==> config.mk <==
export PLATFORM = sky130hd
export DESIGN_NAME = t01_lcd1602_rx
export DESIGN_NICKNAME = d
export VERILOG_FILES = /design/src/rtl/t01_lcd1602_rx.sv
export SDC_FILE = /design/constraint.sdc
export NUM_CORES = 1
export LEC_CHECK = 0
export CAP_MARGIN = 10
export CORE_UTILIZATION = 50
export DETAILED_ROUTE_END_ITERATION = 10
export PLACE_DENSITY = 0.81
export SLEW_MARGIN = 20
export SYNTH_ARGS = -nofsm -noshare
export SYNTH_HDL_FRONTEND = slang
export SYNTH_SLANG_ARGS = --single-unit
==> constraint.sdc <==
create_clock -name clk -period 2.8 [get_ports clk]
set_clock_uncertainty 0.2 [all_clocks]
set_input_delay 0.42 -clock clk [delete_from_list [all_inputs] [get_ports clk]]
set_output_delay 0.42 -clock clk [all_outputs]
set_load 0.02 [all_outputs]
==> src/rtl/t01_lcd1602_rx.sv <==
// HD44780/LCD1602 bus responder: decodes writes into a DDRAM image and exposes the visible 16x2 window.
// Optional macro T01_LCD1602_RX_SYNC_EN adds 2-flop synchronizers on all bus pins.
module t01_lcd1602_rx #(
  parameter int COLS         = 16,
  parameter int CLEAR_CYCLES = 32
) (
  input  logic              clk,
  input  logic              rst,
  input  logic              lcd_en,
  input  logic              lcd_rs,
  input  logic              lcd_rw,
  input  logic [7:0]        lcd_data,
  output logic [COLS*8-1:0] row_1,
  output logic [COLS*8-1:0] row_2,
  output logic              display_on,
  output logic [6:0]        cursor_addr,
  output logic              busy,
  output logic              xfer_strobe,
  output logic              overrun
);

  localparam int CW    = (CLEAR_CYCLES > 1) ? $clog2(CLEAR_CYCLES) : 1;
  localparam int DEPTH = 40;

  typedef enum logic {IDLE, CLEAR} state_t;

  state_t        state_q;
  logic [CW-1:0] cnt_q;
  logic [7:0]    line0_q [DEPTH];
  logic [7:0]    line1_q [DEPTH];
  logic [6:0]    ac_q;
  logic          inc_q;
  logic          display_on_q;
  logic          two_line_q;
  logic          cgram_q;
  logic          xfer_q;
  logic          overrun_q;
  logic          en_q;

  logic          en_s;
  logic          rs_s;
  logic          rw_s;
  logic [7:0]    data_s;
  logic          fall_d;
  logic          ac_valid_d;

`ifdef T01_LCD1602_RX_SYNC_EN
  logic [1:0] en_sync_q;
  logic [1:0] rs_sync_q;
  logic [1:0] rw_sync_q;
  logic [7:0] data_sync1_q;
  logic [7:0] data_sync2_q;

  always_ff @(posedge clk or negedge rst) begin
    if (!rst) begin
      en_sync_q    <= 2'b00;
      rs_sync_q    <= 2'b00;
      rw_sync_q    <= 2'b00;
      data_sync1_q <= 8'h00;
      data_sync2_q <= 8'h00;
    end else begin
      en_sync_q    <= {en_sync_q[0], lcd_en};
      rs_sync_q    <= {rs_sync_q[0], lcd_rs};
      rw_sync_q    <= {rw_sync_q[0], lcd_rw};
      data_sync1_q <= lcd_data;
      data_sync2_q <= data_sync1_q;
    end
  end

  assign en_s   = en_sync_q[1];
  assign rs_s   = rs_sync_q[1];
  assign rw_s   = rw_sync_q[1];
  assign data_s = data_sync2_q;
`else
  assign en_s   = lcd_en;
  assign rs_s   = lcd_rs;
  assign rw_s   = lcd_rw;
  assign data_s = lcd_data;
`endif

  assign fall_d     = en_q & ~en_s;
  assign ac_valid_d = (ac_q[5:0] < 6'd40);

  // Two-line mode jumps between the 0x00..0x27 and 0x40..0x67 banks; one-line mode is linear 0x00..0x4F.
  function automatic logic [6:0] step_ac(input logic [6:0] ac, input logic up, input logic two);
    logic [6:0] r;
    r = up ? ac + 7'd1 : ac - 7'd1;
    if (two) begin
      if (up && ac == 7'h27)       r = 7'h40;
      else if (up && ac == 7'h67)  r = 7'h00;
      else if (!up && ac == 7'h00) r = 7'h67;
      else if (!up && ac == 7'h40) r = 7'h27;
    end else begin
      if (up && ac == 7'h4F)       r = 7'h00;
      else if (!up && ac == 7'h00) r = 7'h4F;
    end
    return r;
  endfunction

  always_ff @(posedge clk or negedge rst) begin
    if (!rst) begin
      state_q      <= IDLE;
      cnt_q        <= '0;
      ac_q         <= 7'h00;
      inc_q        <= 1'b1;
      display_on_q <= 1'b0;
      two_line_q   <= 1'b0;
      cgram_q      <= 1'b0;
      xfer_q       <= 1'b0;
      overrun_q    <= 1'b0;
      en_q         <= 1'b0;
      for (int i = 0; i < DEPTH; i++) begin
        line0_q[i] <= 8'h20;
        line1_q[i] <= 8'h20;
      end
    end else begin
      en_q   <= en_s;
      xfer_q <= 1'b0;

      if (state_q == CLEAR) begin
        if (cnt_q == '0) begin
          state_q <= IDLE;
        end else begin
          cnt_q <= cnt_q - CW'(1);
        end
      end

      if (fall_d && !rw_s) begin
        if (state_q == CLEAR) begin
          overrun_q <= 1'b1;
        end else begin
          xfer_q <= 1'b1;
          if (rs_s) begin
            if (!cgram_q) begin
              if (ac_valid_d) begin
                if (ac_q[6]) line1_q[ac_q[5:0]] <= data_s;
                else         line0_q[ac_q[5:0]] <= data_s;
              end
              ac_q <= step_ac(ac_q, inc_q, two_line_q);
            end
          end else begin
            // Instruction decode by highest set bit, HD44780 style.
            casez (data_s)
              8'b1???????: begin
                ac_q    <= data_s[6:0];
                cgram_q <= 1'b0;
              end
              8'b01??????: cgram_q    <= 1'b1;
              8'b001?????: two_line_q <= data_s[3];
              8'b0001????: begin
                if (!data_s[3]) ac_q <= step_ac(ac_q, data_s[2], two_line_q);
              end
              8'b00001???: display_on_q <= data_s[2];
              8'b000001??: inc_q        <= data_s[1];
              8'b0000001?: ac_q         <= 7'h00;
              8'b00000001: begin
                for (int i = 0; i < DEPTH; i++) begin
                  line0_q[i] <= 8'h20;
                  line1_q[i] <= 8'h20;
                end
                ac_q    <= 7'h00;
                inc_q   <= 1'b1;
                state_q <= CLEAR;
                cnt_q   <= CW'(CLEAR_CYCLES - 1);
              end
              default: ;
            endcase
          end
        end
      end
    end
  end

  always_comb begin
    row_1 = '0;
    row_2 = '0;
    for (int c = 0; c < COLS; c++) begin
      row_1[COLS*8-1-8*c -: 8] = line0_q[c];
      row_2[COLS*8-1-8*c -: 8] = line1_q[c];
    end
  end

  assign display_on  = display_on_q;
  assign cursor_addr = ac_q;
  assign busy        = (state_q == CLEAR);
  assign xfer_strobe = xfer_q;
  assign overrun     = overrun_q;

endmodule

==> flow_summary.json <==
{
  "status": "completed",
  "timing.critical_path.from_type": "flop",
  "power_per_cell_area_nw_per_um2": 667,
  "internal_portion_of_total_power_uw": 7690,
  "drcViolationCount": 0,
  "fp.dieW_um": 153,
  "vdd.ir_drop.worst_mv": 0.435,
  "async_reset_ff_share_pct": 100,
  "post_synth_mux_area_share_pct": 3.85,
  "fmax_mhz": 374,
  "critPathArrivalTime_ps": 2060,
  "core-area_um2": 22600,
  "grt_max_degree": 74,
  "design.die.area_um2": 23500,
  "route.layer.met1.wl_mm": 15.8,
  "met3_wirelength_mm": 3.16,
  "route.detailed.wl_per_inst_um": 25.6,
  "max-clock-path-buffers": 3,
  "worst_slew_pin_slew_ps": 732,
  "layout.cells.most_common": "sky130_fd_sc_hd__clkdlybuf4s50_1",
  "finish.net_count": 1223,
  "yosys_most_used_dff": "sky130_fd_sc_hd__dfrtp_1",
  "number_of_buffers_inserted_by_port_buffering": 279,
  "place_congestion": 0.959,
  "synth_top_family_by_area": "compound AO/OA/AOI/OAI gates",
  "sequential_power_share_pct": 42.6,
  "clock_tree.root_cell": "sky130_fd_sc_hd__clkbuf_16",
  "timing.final.setup_violations": 0,
  "dr.max_layer_used": "met4",
  "grt_setup_unrepaired": "false",
  "ys_seq_elements": 276,
  "totalWireLength_mm": 38.7,
  "postSynthCellCount": 878,
  "classification_of_the_worst_setup_path": "reg2out",
  "post-route-min-period_ps": 2680,
  "r2r_cells": 7,
  "crit_fanout": 13,
  "layout-drive-gt1-share_pct": 18.7,
  "via_per_inst": 6.22,
  "rows": 55,
  "dr_wl_met2_mm": 18.0,
  "drt_pre_antenna_iters": 5,
  "clock_latency_at_the_later_pin_of_the_worst_skew_pair_ps": 550,
  "yosys_warnings": 0,
  "clk_pin_slew_ps": 70,
  "drt_iter0_drc": 828,
  "endpoint_kind": "primary output",
  "first_global_vias": 9477,
  "global_route_congestion_overflow_total": 0,
  "grt_antenna_before_repair": 0,
  "yosys.area_share.xor_xnor_pct": 0.458,
  "max_capacitance_violation_total": 0,
  "postRouteAntennaNets": 0,
  "globalRouteTotalUtil_pct": 33.0,
  "switching_fraction_pct": 28.5,
  "post-route-period-util_pct": 95.5,
  "io_pins": 280,
  "clock_power_share_pct": 37.8,
  "netSwitchingPower_uw": 3070,
  "synth.lib_cells_used.distinct": 74,
  "synth_area_per_inst_um2": 13.1,
  "cts_resized": 0,
  "most-common-layout-cells": "sky130_fd_sc_hd__clkdlybuf4s50_1 (278), sky130_fd_sc_hd__dfrtp_1 (243), sky130_fd_sc_hd__o2bb2ai_1 (224), sky130_fd_sc_hd__nand2_1 (70), sky130_fd_sc_hd__buf_4 (68)",
  "worstHoldPathCells": 1,
  "dpl_cell_area_um2": 15100,
  "flow.area_growth_from_synthesis_pct": 40.7,
  "leakagePower_uw": 0.00678,
  "layout.cell_area.non_filler_um2": 16100,
  "floorplan.die.height_um": 153,
  "synth-adder-area-share_pct": 0.327,
  "initial_standard_cell_utilization_of_the_core_pct": 50.8,
  "synthesis.area_um2": 11500,
  "grt_pass1_wl_mm": 59.1,
  "cp_data_required_time_ps": 2180,
  "comb_power_share_pct": 19.6,
  "hold_path.class": "in2reg",
  "fin_setup_tns_ps": 0,
  "clock_tree_from_tritoncts": "built",
  "route.vias.total": 9407,
  "ctsHtreeMaxLevel": 1,
  "cts_buffers": 28,
  "cts_hold_fix_bufs": 1,
  "detailedPlacementHpwl_mm": 25.9,
  "synth-compound-area-share_pct": 22.0,
  "post-cts-setup-buffers": 0,
  "number_of_nets_in_the_synthesized_netlist": 894,
  "antenna_cells": 0,
  "slew_headroom_pct": 50.7,
  "report.final.hold_viol_count": 0,
  "synth-seq-area-share_pct": 60.6,
  "synth_edf_count": 0,
  "timing_max_transition_violations_final": 0,
  "clock_sink_count": 276,
  "synthSimpleGateAreaFrac_pct": 9.83
}
[cell type report]
type                            instances  area, µm²
Fill cell                            1561       6430
Timing Repair Buffer                  362       3600
Tap cell                              285        357
Inverter                               12       45.0
Clock inverter                         17        258
Clock buffer                           33        749
Multi-Input combinational cell        527       4180
Sequential cell                       276       6950
[kinds of logic after synthesis]
kind of cell / after synthesis
AND/OR/NAND/NOR: 181
buffers and inverters: 75
XOR/XNOR: 6
flip-flops: 276
adder cells (fa/ha/maj): 3
multiplexers: 36
AO/OA/AOI/OAI: 301
[sequential cells by signal, indices dropped and copies added (netlist names)]
register	flops
row_1	128
row_2	128
cursor_addr	7
cnt_q	5
busy	1
cgram_q	1
display_on	1
en_q	1
inc_q	1
overrun	1
two_line_q	1
xfer_strobe	1
[critical path, stage by stage (launching register included)]
cell and delay, ps:
sky130_fd_sc_hd__dfrtp_1 590, sky130_fd_sc_hd__buf_4 280, sky130_fd_sc_hd__clkdlybuf4s50_1 630
[power by group through the flow]
stage | clock network [µW] | logic [µW] | registers [µW]
global placement | 0 | 2060 | 4630
detailed placement | 0 | 2080 | 4640
global route | 4270 | 2210 | 4610
CTS | 4120 | 2100 | 4580
floorplan | 0 | 773 | 4920
finish | 4070 | 2110 | 4580
[final timing paths]
path	start	slack (ps)	end
min in group asynchronous	rst	210	row_2[80]
setup / recovery	cursor_addr[4]	120	cursor_addr[4]
hold reg to reg	overrun	290	overrun
max in group asynchronous	rst	1350	row_2[101]
setup reg to reg	cursor_addr[0]	140	cursor_addr[4]
hold / removal	lcd_en	160	en_q
[Yosys cell counts, types with 3 or more instances]
library cell                instances  area (µm²)
sky130_fd_sc_hd__a221o_1            3        30.0
sky130_fd_sc_hd__dfstp_2           33         867
sky130_fd_sc_hd__clkbuf_1          33         124
sky130_fd_sc_hd__mux2_1            12         135
sky130_fd_sc_hd__a31oi_1            6        37.5
sky130_fd_sc_hd__a21boi_0           3        22.5
sky130_fd_sc_hd__nand3_1            6        30.0
sky130_fd_sc_hd__nor2b_1            6        37.5
sky130_fd_sc_hd__and3_1             4        25.0
sky130_fd_sc_hd__a21oi_1           15        75.1
sky130_fd_sc_hd__a2bb2oi_1          3        26.3
sky130_fd_sc_hd__nor4b_1            4        35.0
sky130_fd_sc_hd__inv_1             12        45.0
sky130_fd_sc_hd__mux2_4            10         150
sky130_fd_sc_hd__nand2_4           20         225
sky130_fd_sc_hd__o21ai_0           12        60.1
sky130_fd_sc_hd__nand2b_1           5        31.3
sky130_fd_sc_hd__nand2_2            6        37.5
sky130_fd_sc_hd__nor2_1            19        71.3
sky130_fd_sc_hd__buf_2             24         120
sky130_fd_sc_hd__a211oi_1           3        22.5
sky130_fd_sc_hd__o211ai_1           6        45.0
sky130_fd_sc_hd__nand3b_1           4        30.0
sky130_fd_sc_hd__o2bb2ai_1        224        1960
sky130_fd_sc_hd__nor3_1             6        30.0
sky130_fd_sc_hd__mux2_2            13         146
sky130_fd_sc_hd__dfrtp_1          243        6080
sky130_fd_sc_hd__xnor2_1            4        35.0
sky130_fd_sc_hd__ha_1               3        37.5
sky130_fd_sc_hd__nand2_1           70         263
sky130_fd_sc_hd__nand4_1            5        31.3
[per-layer routing]
layer / vias up / global-route usage [%]
li1: 3997 / -
met1: 4810 / 45.3
met2: 500 / 50.6
met3: 100 / 7.29
met4: 0 / 14.4
met5: - / 0
[stage by stage]
stage | std cells | hold slack (ps) | setup WS, ps | utilization [%] | power, µW
2_1_floorplan | 878 | -75.6 | 151 | - | 5690
4_1_cts | 1512 | 149 | 123 | 71.5 | 10800
6_report | 1512 | 155 | 125 | 71.5 | 10800
3_5_place_dp | 1461 | 213 | 23.2 | 67.0 | 6720
5_1_grt | 1512 | 155 | 11.7 | 71.5 | 11100
3_3_place_gp | 1461 | 206 | 60.2 | 67.0 | 6690
No activity file was read; power rests on OpenSTA's default activity.
